===== src/rtl/sseg_scan_mux.sv =====
// sseg_scan_mux: four-digit seven-segment scan multiplexer with frame-aligned double buffering.
// Define SSEG_SCAN_DEADTIME_EN to blank the first DEAD_CYCLES clocks of every digit slot.
module sseg_scan_mux #(
    parameter int REFRESH_BITS = 18,
    parameter int DEAD_CYCLES  = 64
) (
    input  logic       clk,
    input  logic       reset_n,
    input  logic [7:0] in0,
    input  logic [7:0] in1,
    input  logic [7:0] in2,
    input  logic [7:0] in3,
    input  logic       load,
    output logic [3:0] an,
    output logic [7:0] sseg,
    output logic       frame_tick
);
`ifdef SSEG_SCAN_DEADTIME_EN
    localparam bit DEAD_EN = 1'b1;
`else
    localparam bit DEAD_EN = 1'b0;
`endif
    localparam logic [REFRESH_BITS-3:0] DEAD = (REFRESH_BITS-2)'(DEAD_CYCLES);

    logic [REFRESH_BITS-1:0] cnt_q, cnt_d;
    logic [3:0][7:0]         pend_q, pend_d, shadow_q, shadow_d, in_w;
    logic                    pend_flag_q, pend_flag_d;
    logic [3:0]              an_q, an_d;
    logic [7:0]              sseg_q, sseg_d;
    logic                    tick_q;
    logic                    wrap, blank;
    logic [1:0]              sel;

    assign in_w  = {in3, in2, in1, in0};
    assign wrap  = &cnt_q;
    assign sel   = cnt_q[REFRESH_BITS-1 -: 2];
    assign blank = DEAD_EN && (cnt_q[REFRESH_BITS-3:0] < DEAD);

    // A load on the wrap edge bypasses pending so the new frame shows it immediately.
    always_comb begin
        cnt_d       = cnt_q + 1'b1;
        pend_d      = load ? in_w : pend_q;
        pend_flag_d = wrap ? 1'b0 : (load | pend_flag_q);
        shadow_d    = !wrap ? shadow_q : load ? in_w : pend_flag_q ? pend_q : shadow_q;
        an_d        = blank ? 4'hF : ~(4'b0001 << sel);
        sseg_d      = blank ? 8'hFF : shadow_q[sel];
    end

    always_ff @(posedge clk or negedge reset_n) begin
        if (!reset_n) begin
            cnt_q       <= '0;
            pend_q      <= {4{8'hFF}};
            shadow_q    <= {4{8'hFF}};
            pend_flag_q <= 1'b0;
            an_q        <= 4'hF;
            sseg_q      <= 8'hFF;
            tick_q      <= 1'b0;
        end else begin
            cnt_q       <= cnt_d;
            pend_q      <= pend_d;
            shadow_q    <= shadow_d;
            pend_flag_q <= pend_flag_d;
            an_q        <= an_d;
            sseg_q      <= sseg_d;
            tick_q      <= wrap;
        end
    end

    assign an         = an_q;
    assign sseg       = sseg_q;
    assign frame_tick = tick_q;
endmodule


===== config.mk =====
export PLATFORM = sky130hd
export DESIGN_NAME = sseg_scan_mux
export DESIGN_NICKNAME = d
export VERILOG_FILES = /design/src/rtl/sseg_scan_mux.sv
export SDC_FILE = /design/constraint.sdc
export NUM_CORES = 1
export LEC_CHECK = 0
export CORE_MARGIN = 3
export CORE_UTILIZATION = 59
export CTS_CLUSTER_DIAMETER = 40
export DETAILED_ROUTE_END_ITERATION = 10
export PLACE_DENSITY = 0.87
export REMOVE_ABC_BUFFERS = 1
export SYNTH_ARGS = -nofsm -noshare
export SYNTH_HDL_FRONTEND = slang
export SYNTH_SLANG_ARGS = --single-unit

===== constraint.sdc =====
create_clock -name clk -period 3.4 [get_ports clk]
set_input_delay 0.85 -clock clk [delete_from_list [all_inputs] [get_ports clk]]
set_output_delay 0.85 -clock clk [all_outputs]
set_load 0.01 [all_outputs]

==> out/results.ini <==
[yosys]
yosys_warnings=0
synth_cells=230
netlist_area_um2=3970
synth_seq_cells=96
ys_seq_area_frac=0.629
synth_cell_types=26
avgSynthCellArea_um2=17.3

[critical_path]
endpoint_kind=flop
critPathMaxFanout=32
criticalPathCategory=flop to flop
critPathLaunchType=flop
crit_arrival_ns=2.81
cp.required_ns=3.69

[clocking]
clk_latency_ns=0.36
cts_resized=0
hold_buffers=0
cts_buffers=9
cts-root-buf=clkbuf_8
cts_tree=yes
path_clk_slew_ns=0.09
clock-sinks=96
h-tree-depth=3
cts_buffer_depth=2
post-cts-setup-buffers=0

[grt]
grt_max_degree=65
antenna_found_initial=0
grt_pass1_vias=2133
grt_usage=0.194
overflow=0
grt_pass1_wl_mm=11.1

[power]
power_density_nw_per_um2=452
peakVddDrop_mv=0.203
total_power_mw=2.11
p_leak_nw=1.95

[die]
die_w_um=88.0
fp.coreArea_um2=6420
die_area_um2=7750
fp-row-count=29
ios=48
die_y_um=88.0
start_util=0.618

[sta]
finalWorstSetupSlack_ns=0.877
period_share=0.742
grt_setup_unrepaired=no
worst_pin_slew_ns=0.861
fmax_mhz=396
setup_viol=0
relSlewSlack=0.425
hold_viol_final=0
setup-tns-final_ns=0
skew_ns=0.00936
min_period_ns=2.52
holdWs_ns=0.482
maxSlewViolCount=0

[placed_design]
dp.cells=346
place_hpwl_mm=4.31
place_area_um2=4480
portBuffers=47
gp_congestion=0.701
place_ws_ns=0.549

[detailed_routing]
vias=2005
met3_wirelength_um=313
drt_iter0_drc=90
m1WireLength_mm=3.11
viasPerCell=5.54
wl_per_cell_um=18.9
routed_wl_mm=6.84
post-route-drc-count=0
drtPass1Iterations=4
drtAntennaViolNets=0
met2WireLength_mm=3.31
dr.max_layer_used=met4

[finish]
design_area_um2=4680
drive_above_1_share=0.604
nets=316
finalNonFillerCells=362
fin_util=0.729
area_growth_pct=17.9
diodes=0
final.fill_count=397

[flow_run]
cap_violations=0

[hold_path]
min_path_type=flop to flop

[run_status]
outcome=completed

Yosys cell counts, drive strengths merged:
cell | count | share of area
and3 | 3 | 0.0047
and4 | 2 | 0.0044
buf | 6 | 0.020
clkbuf | 6 | 0.0057
dfrtp | 20 | 0.13
dfstp | 76 | 0.50
ha | 1 | 0.0032
inv | 1 | 0.00094
mux2 | 64 | 0.21
mux4 | 8 | 0.045
nand2 | 6 | 0.0057
nand2b | 2 | 0.0032
nand3 | 9 | 0.013
nand4 | 3 | 0.0047
nand4bb | 1 | 0.0028
nor2 | 3 | 0.0028
nor4 | 1 | 0.0054
nor4b | 1 | 0.0022
or2 | 1 | 0.0016
xnor2 | 13 | 0.029
xor2 | 3 | 0.0066
state kept, by name, summed over array words and instances (netlist names):
signal and flops:
cnt_q 18, pend_flag_q 1, pend_q 32, sseg 8
frame_tick 1, an 4, shadow_q 32
placed cells by master (no fill, tap or decap):
cell,Yosys,layout
nor2_1,3,3
buf_4,0,5
clkdlybuf4s50_1,0,46
xor2_1,3,3
mux2_4,30,30
nand2b_1,2,2
clkbuf_8,0,10
inv_1,1,1
nand2_1,6,6
nor4b_1,1,1
nand4bb_4,0,1
clkinvlp_4,0,2
inv_6,0,2
nand3_1,8,8
dfrtp_1,20,20
and3_1,3,3
and4_1,2,2
bufinv_16,0,1
nand3_2,1,1
dfstp_2,76,76
or2_2,1,1
mux4_2,8,8
xnor2_1,13,13
nor4_4,1,1
ha_1,1,1
mux2_2,34,34
nand4_1,3,3
clkbuf_1,6,1
critical path: stages (launching register included):
cell and delay (ns):
dfrtp_1 0.82, nand2_1 0.22, nand4bb_4 0.85, mux2_4 0.56
area by class of cell:
| class | count | area (um^2) | area share |
|---|---|---|---|
| inverters | 1 | 3.75 | 0.000802 |
| clock buffers | 11 | 141 | 0.0302 |
| clock inverters | 5 | 62.6 | 0.0134 |
| multi-input cells | 121 | 1380 | 0.295 |
| well taps | 77 | 96.3 | 0.0206 |
| flip-flops and latches | 96 | 2500 | 0.534 |
| repair buffers | 51 | 498 | 0.106 |
power breakdown:
part,total (mW),switching (mW),internal [mW]
combinational,0.130,0.0577,0.0719
sequential,1.22,0.00997,1.21
clock,0.765,0.399,0.366
total,2.11,0.467,1.65
metal layers:
metal  vias up  GRT usage
met5         -          0
met1      1049      0.269
met3        12     0.0593
met2        43      0.295
li1        901          -
met4         0     0.0659
path summary, 6_finish.rpt:
check | from | endpoint | slack, ns | depth (start not counted)
min reg2reg | cnt_q[9] | cnt_q[9] | 0.48 | 1
min in group asynchronous | reset_n | pend_flag_q | 0.56 | 1
min | cnt_q[9] | cnt_q[9] | 0.48 | 1
max | cnt_q[16] | shadow_q[24] | 0.88 | 3
max in group asynchronous | reset_n | shadow_q[22] | 2.05 | 2
max reg2reg | cnt_q[16] | shadow_q[24] | 0.88 | 3
cells by family (layout without fill, tap and decap cells):
logic type | Yosys count | after routing | share of synthesized area
adder cells (fa/ha/maj) | 1 | 1 | 0.00315
buffers and inverters | 13 | 68 | 0.0268
flip-flops | 96 | 96 | 0.629
multiplexers | 72 | 72 | 0.255
AND/OR/NAND/NOR | 32 | 32 | 0.0501
XOR/XNOR | 16 | 16 | 0.0353
No activity file was read; power rests on OpenSTA's default activity.
